<file path="src/rtl/chunked_add_sub_pkg.sv">
// Shared definitions for the chunked adder/subtractor: FSM state encoding
// and default operand/chunk widths.
package chunked_add_sub_pkg;

  localparam int unsigned DEFAULT_WIDTH = 16;
  localparam int unsigned DEFAULT_CHUNK = 4;

  typedef enum logic [1:0] {
    IDLE = 2'd0,
    RUN  = 2'd1,
    DONE = 2'd2
  } state_e;

endpackage : chunked_add_sub_pkg

</file>
<file path="src/rtl/chunked_add_sub_add_chunk.sv">
// add_chunk: CHUNK-bit combinational adder with carry-in, carry-out and an
// optional inversion of the b operand (used for a + ~b + 1 subtraction).
// Ports:
//   a_i, b_i   CHUNK-bit operands
//   inv_i      1 = use ~b_i
//   cin_i      carry in
//   sum_o      CHUNK-bit sum
//   cout_o     carry out of the chunk MSB
module add_chunk #(
  parameter int unsigned CHUNK = 4
) (
  input  logic [CHUNK-1:0] a_i,
  input  logic [CHUNK-1:0] b_i,
  input  logic             inv_i,
  input  logic             cin_i,
  output logic [CHUNK-1:0] sum_o,
  output logic             cout_o
);

  logic [CHUNK-1:0] b_eff;

  assign b_eff = b_i ^ {CHUNK{inv_i}};
  assign {cout_o, sum_o} = (CHUNK+1)'(a_i) + (CHUNK+1)'(b_eff) + (CHUNK+1)'(cin_i);

endmodule : add_chunk

</file>
<file path="src/rtl/chunked_add_sub.sv">
// chunked_add_sub: multi-cycle adder/subtractor that processes CHUNK bits per
// clock, LSB chunk first, reusing a single add_chunk instance.
// Ports:
//   clk, rst_n             clock, asynchronous active-low reset
//   in_valid / in_ready    operand handshake (ready only in IDLE)
//   a, b, sub              operands; sub=1 computes a - b
//   out_valid / out_ready  result handshake (valid only in DONE)
//   result, cout, ovf, zero  registered result and flags
module chunked_add_sub
  import chunked_add_sub_pkg::*;
#(
  parameter int unsigned WIDTH = DEFAULT_WIDTH,
  parameter int unsigned CHUNK = DEFAULT_CHUNK
) (
  input  logic             clk,
  input  logic             rst_n,
  input  logic             in_valid,
  output logic             in_ready,
  input  logic [WIDTH-1:0] a,
  input  logic [WIDTH-1:0] b,
  input  logic             sub,
  output logic             out_valid,
  input  logic             out_ready,
  output logic [WIDTH-1:0] result,
  output logic             cout,
  output logic             ovf,
  output logic             zero
);

  localparam int unsigned NCHUNK = WIDTH / CHUNK;
  localparam int unsigned IDX_W  = (NCHUNK > 1) ? $clog2(NCHUNK) : 1;

  // Refuse to elaborate when the width is not a whole number of chunks.
  if ((CHUNK == 0) || ((WIDTH % CHUNK) != 0)) begin : g_bad_chunk
    $error("chunked_add_sub: WIDTH must be an integer multiple of CHUNK");
  end

  state_e             state_q, state_d;
  logic [WIDTH-1:0]   a_q, a_d;
  logic [WIDTH-1:0]   b_q, b_d;
  logic               sub_q, sub_d;
  logic [IDX_W-1:0]   idx_q, idx_d;
  logic               carry_q, carry_d;
  logic [WIDTH-1:0]   acc_q, acc_d;
  logic [WIDTH-1:0]   result_q, result_d;
  logic               cout_q, cout_d;
  logic               ovf_q, ovf_d;
  logic               zero_q, zero_d;
  logic               in_ready_q, in_ready_d;
  logic               out_valid_q, out_valid_d;

  logic [CHUNK-1:0]   sum_c;
  logic               chunk_cout_c;
  logic [WIDTH-1:0]   acc_next_c;
  logic               ovf_next_c;

  // Operands shift right each RUN cycle, so the current chunk is always the low CHUNK bits.
  add_chunk #(.CHUNK(CHUNK)) u_add_chunk (
    .a_i    (a_q[CHUNK-1:0]),
    .b_i    (b_q[CHUNK-1:0]),
    .inv_i  (sub_q),
    .cin_i  (carry_q),
    .sum_o  (sum_c),
    .cout_o (chunk_cout_c)
  );

  // New chunk enters at the top of the accumulator; after NCHUNK steps it is aligned.
  assign acc_next_c = WIDTH'({sum_c, acc_q} >> CHUNK);

  // On the last chunk the low bits of a_q/b_q hold the original operand MSBs.
  assign ovf_next_c = (a_q[CHUNK-1] == (b_q[CHUNK-1] ^ sub_q)) &&
                      (sum_c[CHUNK-1] != a_q[CHUNK-1]);

  // State and datapath registers.
  always_ff @(posedge clk or negedge rst_n) begin
    if (!rst_n) begin
      state_q     <= IDLE;
      a_q         <= '0;
      b_q         <= '0;
      sub_q       <= 1'b0;
      idx_q       <= '0;
      carry_q     <= 1'b0;
      acc_q       <= '0;
      result_q    <= '0;
      cout_q      <= 1'b0;
      ovf_q       <= 1'b0;
      zero_q      <= 1'b0;
      in_ready_q  <= 1'b1;
      out_valid_q <= 1'b0;
    end else begin
      state_q     <= state_d;
      a_q         <= a_d;
      b_q         <= b_d;
      sub_q       <= sub_d;
      idx_q       <= idx_d;
      carry_q     <= carry_d;
      acc_q       <= acc_d;
      result_q    <= result_d;
      cout_q      <= cout_d;
      ovf_q       <= ovf_d;
      zero_q      <= zero_d;
      in_ready_q  <= in_ready_d;
      out_valid_q <= out_valid_d;
    end
  end

  // Next-state and datapath update.
  always_comb begin
    state_d     = state_q;
    a_d         = a_q;
    b_d         = b_q;
    sub_d       = sub_q;
    idx_d       = idx_q;
    carry_d     = carry_q;
    acc_d       = acc_q;
    result_d    = result_q;
    cout_d      = cout_q;
    ovf_d       = ovf_q;
    zero_d      = zero_q;
    in_ready_d  = in_ready_q;
    out_valid_d = out_valid_q;

    unique case (state_q)
      IDLE: begin
        if (in_valid) begin
          a_d        = a;
          b_d        = b;
          sub_d      = sub;
          idx_d      = '0;
          carry_d    = sub;
          acc_d      = '0;
          in_ready_d = 1'b0;
          state_d    = RUN;
        end
      end
      RUN: begin
        a_d     = WIDTH'(a_q >> CHUNK);
        b_d     = WIDTH'(b_q >> CHUNK);
        acc_d   = acc_next_c;
        carry_d = chunk_cout_c;
        idx_d   = idx_q + IDX_W'(1);
        if (idx_q == IDX_W'(NCHUNK - 1)) begin
          result_d    = acc_next_c;
          cout_d      = chunk_cout_c;
          ovf_d       = ovf_next_c;
          zero_d      = (acc_next_c == '0);
          out_valid_d = 1'b1;
          state_d     = DONE;
        end
      end
      DONE: begin
        // Consuming edge only returns to IDLE; acceptance waits for the next edge.
        if (out_ready) begin
          out_valid_d = 1'b0;
          in_ready_d  = 1'b1;
          state_d     = IDLE;
        end
      end
      default: begin
        out_valid_d = 1'b0;
        in_ready_d  = 1'b1;
        state_d     = IDLE;
      end
    endcase
  end

  assign in_ready  = in_ready_q;
  assign out_valid = out_valid_q;
  assign result    = result_q;
  assign cout      = cout_q;
  assign ovf       = ovf_q;
  assign zero      = zero_q;

endmodule : chunked_add_sub

</file>
<file path="config.mk">
export PLATFORM = sky130hd
export DESIGN_NAME = chunked_add_sub
export DESIGN_NICKNAME = d
export VERILOG_FILES = /design/src/rtl/chunked_add_sub_pkg.sv /design/src/rtl/chunked_add_sub_add_chunk.sv /design/src/rtl/chunked_add_sub.sv
export SDC_FILE = /design/constraint.sdc
export NUM_CORES = 1
export LEC_CHECK = 0
export CAP_MARGIN = 5
export CELL_PAD_IN_SITES_DETAIL_PLACEMENT = 1
export CELL_PAD_IN_SITES_GLOBAL_PLACEMENT = 2
export CORE_MARGIN = 10
export CORE_UTILIZATION = 33
export DETAILED_ROUTE_END_ITERATION = 16
export GPL_ROUTABILITY_DRIVEN = 0
export GPL_TIMING_DRIVEN = 0
export PLACE_DENSITY = 0.82
export SYNTH_ARGS = -nofsm -noshare
export SYNTH_HDL_FRONTEND = slang
export SYNTH_SLANG_ARGS = --single-unit
export TNS_END_PERCENT = 5
</file>
<file path="constraint.sdc">
create_clock -name clk -period 2.25 [get_ports clk]
set_clock_uncertainty 0.05 [all_clocks]
set_input_delay 0.3375 -clock clk [delete_from_list [all_inputs] [get_ports clk]]
set_output_delay 0.3375 -clock clk [all_outputs]
set_load 0.005 [all_outputs]
</file>
==> flow_summary_export.csv, run 1 <==
group,metric,value,unit
clock_tree,cts_tree,"built",
sta,worst-slew-pin-transition,0.502,ns
cells_and_area,share_of_the_core_filled_with_cells,0.451,
placed_design,port_buffers,57,
yosys,yosys_warnings,0,
yosys,synth-xor-area-share,0.0192,
yosys,synth.mux.area_fraction,0.131,
power,p_per_area,1490,mW/mm^2
setup_path,cp_delay_by_family_top,"adder cells",
die,die_x,118,um
yosys,synth_edf_count,0,
setup_path,critical-path-top-cell-by-count,"sky130_fd_sc_hd__fa_1",
yosys,yosys.cell_types.count,31,
sta,max_slew_margin,0.665,
global_routing,globalRoute.totalOverflow,0,
setup_path,worstPathRequired,2.49,ns
die,floorplan.die.height,118,um
sta,maxClockFrequency,0.463,GHz
setup_path,r2r_slack,0.09,ns
route,drt-initial-drc-count,100,
yosys,ys_seq_elements,71,
clock_tree,ctsHtreeMaxLevel,3,
yosys,synth_common_cells,"sky130_fd_sc_hd__nand2_1 (73), sky130_fd_sc_hd__dfrtp_1 (70), sky130_fd_sc_hd__o21ai_0 (36), sky130_fd_sc_hd__mux2i_1 (23), sky130_fd_sc_hd__o21ai_1 (13)",
power,p_total,6.29,mW
yosys,ys_dominant_reg_cell,"sky130_fd_sc_hd__dfrtp_1",
route,via_per_inst,4.79,
power,power.leakage,1.85,nW
global_routing,number_of_global_route_vias_before_repair,2737,
setup_path,arrival,2.40,ns
yosys,yosys.cell_count.top_type,"sky130_fd_sc_hd__nand2_1",
yosys,post_synth.cell_area_avg,10.8,sq um
clock_tree,cts-root-to-sink-buffers,2,
sta,grt_setup_unrepaired,"yes",
sta,timing.final.crit_period,2.16,ns
setup_path,cp_num_cells,7,
die,core_region_area,0.00933,sq mm
setup_path,setup.worst_path.class,"register to register",
setup_path,crit_end,"zero",
sta,final.setup.tns,0,ns
global_routing,grt_max_degree,45,
sta,timing.hold.ws,0.398,ns
job,timing.max_cap.violations,0,
yosys,syn_area,0.00319,sq mm
cells_and_area,layout-drive-gt1-share,0.144,
yosys,postSynthNetCount,338,
global_routing,initial_antenna_violation_count,0,
setup_path,worstSetupStartpointType,"register",
sta,finalMaxSlewViolations,0,
clock_tree,tritoncts.num_buffers,9,
sta,period_share,0.960,
route,wirelength,8.64,mm
yosys,synthTopCellsByArea,"sky130_fd_sc_hd__dfrtp_1 (55%), sky130_fd_sc_hd__nand2_1 (8.6%), sky130_fd_sc_hd__mux2i_1 (7.2%)",
route,remaining_drc_errors,0,
yosys,yosys.area_share.adder,0.0283,
setup_path,reg2reg_to,"zero",
route,count_of_nets_left_with_antenna_violations_after_detail_routing,0,
setup_path,crit_path_end_kind,"register",
setup_path,crit-reg2reg-launch,"sub_q",
yosys,netlist.area_leader.share,0.549,
die,io_pins,58,
route,wl_per_cell,17.3,um
global_routing,global_route.usage.total,0.129,
setup_path,worst_path_max_delay_cell,"sky130_fd_sc_hd__dfrtp_2",
yosys,synthCells,295,
setup_path,crit_buf_inv,1,
yosys,compound_cell_area_share_of_the_yosys_netlist,0.105,
cells_and_area,flow.area_growth_from_synthesis,32.0,%
sta,setup_violations,0,
route,vias,2385,
setup_path,r2r.worst_path.cells,7,
clock_tree,clk-insertion-delay-late,0.35,ns
yosys,seq_area_frac_synth,0.558,
yosys,postSynth.asyncResetShare,1.00,
yosys,netlist.top_cell.by_area,"sky130_fd_sc_hd__dfrtp_1",
placed_design,dpl.cell_count,482,
clock_tree,postCtsSetupRepairBufs,0,
setup_path,timing.critical_path.cells,"xor2_1, fa_1, inv_1, fa_1, xor2_2, nor4b_2, a22o_1",
die,row_count,35,
power,vdd_drop_max,0.524,mV
hold_path,worstHoldPathType,"input port to asynchronous set/reset pin",
die,die_area,0.0140,sq mm
setup_path,crit_path_max_incr_delay,0.45,ns
clock_tree,clock_tree_root_driver_cell,"sky130_fd_sc_hd__clkbuf_8",
status,result_of_the_run,"finished, final reports clean",
yosys,synth_top_family_by_area,"multiplexers",
die,initial_utilization,0.342,
cells_and_area,stdcell_count,498,
global_routing,grt_first_pass_wirelength,14.7,mm
placed_design,place.detailed.hpwl,6.39,mm
clock_tree,clk_pin_slew_worst_paths,0.08,ns
route,drt_pass1_iterations,4,
cells_and_area,num_antenna_cells,0,
clock_tree,clock-sinks,71,
yosys,synth_simple_gate_area_share,0.119,
sta,finalHoldViolations,0,
setup_path,maximum_fanout_along_the_worst_path,5,
cells_and_area,fin_nets,407,
cells_and_area,layout.filler_cells,1036,
setup_path,startpoint,"sub_q",
-- metrics by stage --
stage | setup slack (ns) | instance area (sq um)
after floorplan | 0.187 | 3190
after global placement | -1.73 | 3920
after detailed placement | -0.0879 | 3950
after CTS | 0.0221 | 4190
after global routing | -0.0229 | 4210
final | 0.0906 | 4210
-- flip-flops by register name, summed over array words and instances, names as in the netlist --
signal and count:
ovf 1, a_q 16, acc_q 12, idx_q 2, in_ready 1, zero 1
cout 1, sub_q 1, b_q 16, state_q 2, carry_q 1, out_valid 1
result 16
-- where the power goes --
| group | leakage (nW) | total, mW | switching [mW] | internal, mW |
|---|---|---|---|---|
| sequential | 0.910 | 2.23 | 0.404 | 1.83 |
| clock | 0.112 | 1.18 | 0.495 | 0.683 |
| combinational | 0.824 | 2.88 | 1.54 | 1.34 |
-- cell families (layout without fill, tap and decap cells) --
| logic type | after synthesis | count (layout) |
|---|---|---|
| adders and majority gates | 6 | 6 |
| DFF | 71 | 71 |
| xor gates and xnor gates | 7 | 7 |
| AOI/OAI and AO/OA | 63 | 63 |
| and+or+nand+nor | 88 | 88 |
| buffers and inverters | 23 | 97 |
| muxes | 37 | 37 |
-- cell usage in the layout, fill, tap and decap left out, types with 5 or more instances in the layout --
cell type                         instances
sky130_fd_sc_hd__mux2_2                   6
sky130_fd_sc_hd__mux2_4                   8
sky130_fd_sc_hd__clkbuf_1                 6
sky130_fd_sc_hd__buf_2                    7
sky130_fd_sc_hd__clkbuf_8                11
sky130_fd_sc_hd__xor2_1                   5
sky130_fd_sc_hd__mux2i_1                 23
sky130_fd_sc_hd__clkdlybuf4s50_1         56
sky130_fd_sc_hd__o21ai_1                 13
sky130_fd_sc_hd__o21ai_0                 36
sky130_fd_sc_hd__nand2_1                 73
sky130_fd_sc_hd__dfrtp_1                 69
-- layer usage --
layer	global-route usage	vias up	share of wire
met5	0	-	0
met4	0.0440	0	0.017
met3	0.0347	9	0.031
met2	0.205	36	0.49
met1	0.165	1209	0.46
li1	-	1131	-
-- area by class of cell --
type / count / area, sq um / area share
inverters: 4 / 15.0 / 0.00357
clock inverters: 5 / 80.1 / 0.0190
multi-input cells: 201 / 1310 / 0.310
flip-flops and latches: 71 / 1780 / 0.423
well taps: 129 / 161 / 0.0383
repair buffers: 59 / 606 / 0.144
clock buffers: 11 / 151 / 0.0360
plain buffers: 18 / 110 / 0.0262
-- worst min path at each step --
stage	slack, ns	cells after the start	start	endpoint
after floorplan	-0.008	0	rst_n	a_q[0]
after global placement	0.41	2	a_q[7]	a_q[3]
after detailed placement	0.24	1	rst_n	result[1]
after CTS	0.40	2	rst_n	result[1]
after global routing	0.44	2	rst_n	result[1]
final	0.40	2	rst_n	result[1]
-- timing repair --
| item | 4_1_cts | 5_1_grt |
|---|---|---|
| gates resized for setup | 1 | 4 |
| endpoints found under the setup margin | 3 | 5 |
| pin swaps | 1 | 0 |
| hold buffers | 1 | 0 |
| endpoints found under the hold margin | 26 | 0 |
(Power assumes the default switching activity.)
==> inputs of run 2 (changes only) <==
--- a/config.mk
+++ b/config.mk
@@ -14,6 +14,7 @@
 export GPL_ROUTABILITY_DRIVEN = 0
 export GPL_TIMING_DRIVEN = 0
 export PLACE_DENSITY = 0.82
+export SLEW_MARGIN = 40
 export SYNTH_ARGS = -nofsm -noshare
 export SYNTH_HDL_FRONTEND = slang
 export SYNTH_SLANG_ARGS = --single-unit
==> run 2 against run 1 <==
Sequential share of layout area down 0.11 points. Final cell count stayed put. Flip-flop and latch count is the same. Critical path depth shrank 1. First-iteration DRC count rose by 10%. Die area did not move. Design area grew 0.27%. Global-route usage up 0.068 points. Total power about the same. Critical path type unchanged.
==> flow_summary_export.csv, run 2 (same netlist as run 1, synthesis figures left out) <==
group,metric,value,unit
setup_path,crit-reg2reg-launch,"sub_q",
sta,worst-slew-pin-transition,0.512,ns
route,via_per_inst,4.72,
cells_and_area,fin_nets,407,
global_routing,grt_first_pass_wirelength,14.8,mm
placed_design,port_buffers,57,
route,wirelength,8.65,mm
hold_path,worstHoldPathType,"input port to asynchronous set/reset pin",
sta,maxClockFrequency,0.471,GHz
clock_tree,clk_pin_slew_worst_paths,0.08,ns
placed_design,place.detailed.hpwl,6.39,mm
route,remaining_drc_errors,0,
cells_and_area,final_cell_mix,"sky130_fd_sc_hd__nand2_1 (73), sky130_fd_sc_hd__dfrtp_1 (69), sky130_fd_sc_hd__clkdlybuf4s50_1 (56)",
power,power.leakage,1.85,nW
setup_path,r2r_slack,0.13,ns
setup_path,crit_end,"result[15]",
route,wl_per_cell,17.4,um
clock_tree,clk-insertion-delay-late,0.35,ns
die,core_region_area,0.00933,sq mm
global_routing,global_route.usage.total,0.130,
setup_path,worstSetupStartpointType,"register",
route,count_of_nets_left_with_antenna_violations_after_detail_routing,0,
sta,max_slew_margin,0.659,
power,combinational_power_share,0.456,
sta,setup_violations,0,
cells_and_area,layout-drive-gt1-share,0.146,
clock_tree,ctsHtreeMaxLevel,3,
die,floorplan.die.height,118,um
clock_tree,cts-root-to-sink-buffers,2,
global_routing,globalRoute.totalOverflow,0,
die,die_x,118,um
sta,timing.final.crit_period,2.12,ns
global_routing,number_of_global_route_vias_before_repair,2762,
setup_path,arrival,2.28,ns
die,initial_utilization,0.342,
setup_path,maximum_fanout_along_the_worst_path,5,
route,drt_pass1_iterations,4,
power,p_per_area,1490,mW/mm^2
setup_path,reg2reg_to,"result[15]",
sta,period_share,0.944,
power,power_frac_clock,0.188,
cells_and_area,num_antenna_cells,0,
placed_design,dp_worst_setup_slack,-0.0877,ns
power,p_int,3.85,mW
die,row_count,35,
cells_and_area,flow.area_growth_from_synthesis,32.4,%
sta,timing.hold.ws,0.365,ns
global_routing,grt_max_degree,45,
route,drt-initial-drc-count,110,
power,power.share.switching,0.387,
power,vdd_drop_max,0.495,mV
clock_tree,clock_tree_root_driver_cell,"sky130_fd_sc_hd__clkbuf_8",
setup_path,startpoint,"sub_q",
sta,grt_setup_unrepaired,"no",
clock_tree,cts_tree,"built",
sta,setup_ws,0.127,ns
job,timing.max_cap.violations,0,
setup_path,setup.worst_path.class,"register to register",
sta,finalHoldViolations,0,
clock_tree,tritoncts.num_buffers,9,
sta,finalMaxSlewViolations,0,
setup_path,worstPathRequired,2.41,ns
die,die_area,0.0140,sq mm
route,vias,2352,
setup_path,crit_path_end_kind,"register",
status,result_of_the_run,"finished, final reports clean",
clock_tree,clock-sinks,71,
global_routing,initial_antenna_violation_count,0,
setup_path,r2r.worst_path.cells,6,
power,sequentialPowerShare,0.356,
cells_and_area,layout.cells.most_common,"sky130_fd_sc_hd__nand2_1",
die,io_pins,58,
power,p_switching,2.43,mW
## run 2: repair_timing
action	4_1_cts	5_1_grt
setup buffers	0	0
endpoints found under the setup margin	2	5
pin swaps	1	0
endpoints found under the hold margin	26	0
resized for setup	1	5
hold buffers	1	0
## run 2: final cells by class
| cell class | instances | area, sq um |
|---|---|---|
| fillers | 1023 | 5110 |
| flip-flops and latches | 71 | 1780 |
| multi-input cells | 201 | 1310 |
| repair buffers | 59 | 609 |
| well taps | 129 | 161 |
| clock buffers | 11 | 151 |
| plain buffers | 18 | 110 |
| clock inverters | 5 | 80.1 |
| inverters | 4 | 15.0 |
## run 2: worst min-delay path by stage
stage               slack, ns   start   endpoint
floorplan              -0.008   rst_n     a_q[0]
global placement         0.41  a_q[7]     a_q[3]
detailed placement       0.18   rst_n  result[1]
CTS                      0.37   rst_n  result[1]
global route             0.40   rst_n  result[1]
finish                   0.37   rst_n  result[1]
## run 2: power groups by stage
stage | clock, mW | sequential (mW) | combinational, mW
after floorplan | 0 | 2.13 | 1.79
final | 1.18 | 2.24 | 2.87
after detailed placement | 0 | 2.24 | 2.83
after global routing | 1.26 | 2.32 | 3.22
after global placement | 0 | 2.22 | 2.71
after CTS | 1.20 | 2.24 | 2.86
## run 2: metrics by stage
| step | power (mW) | setup TNS, ns | std cells | area, sq um | utilization |
|---|---|---|---|---|---|
| final | 6.29 | 0 | 498 | 4220 | 0.452 |
| after CTS | 6.30 | 0 | 498 | 4190 | 0.450 |
| after detailed placement | 5.07 | -0.104 | 482 | 3950 | 0.423 |
| after global routing | 6.80 | 0 | 498 | 4220 | 0.452 |
| after global placement | 4.94 | -121.80 | 481 | 3920 | 0.420 |
| after floorplan | 3.92 | 0 | 295 | 3190 | - |
## run 2: per-layer routing
metal / part of all wire / vias up / wire length (um) / global-route usage
li1: - / 1129 / - / -
met1: 0.47 / 1176 / 4040 / 0.167
met2: 0.49 / 36 / 4230 / 0.208
met3: 0.027 / 11 / 233 / 0.0233
met4: 0.018 / 0 / 157 / 0.0580
met5: 0 / - / 0 / 0
## run 2: worst max-delay path, stage by stage (launching register included)
cell and delay [ns]:
sky130_fd_sc_hd__dfrtp_2 0.46, sky130_fd_sc_hd__xor2_2 0.17, sky130_fd_sc_hd__fa_1 0.40, sky130_fd_sc_hd__a21o_1 0.20, sky130_fd_sc_hd__a21oi_1 0.34, sky130_fd_sc_hd__xor2_2 0.26, sky130_fd_sc_hd__o21ai_0 0.12
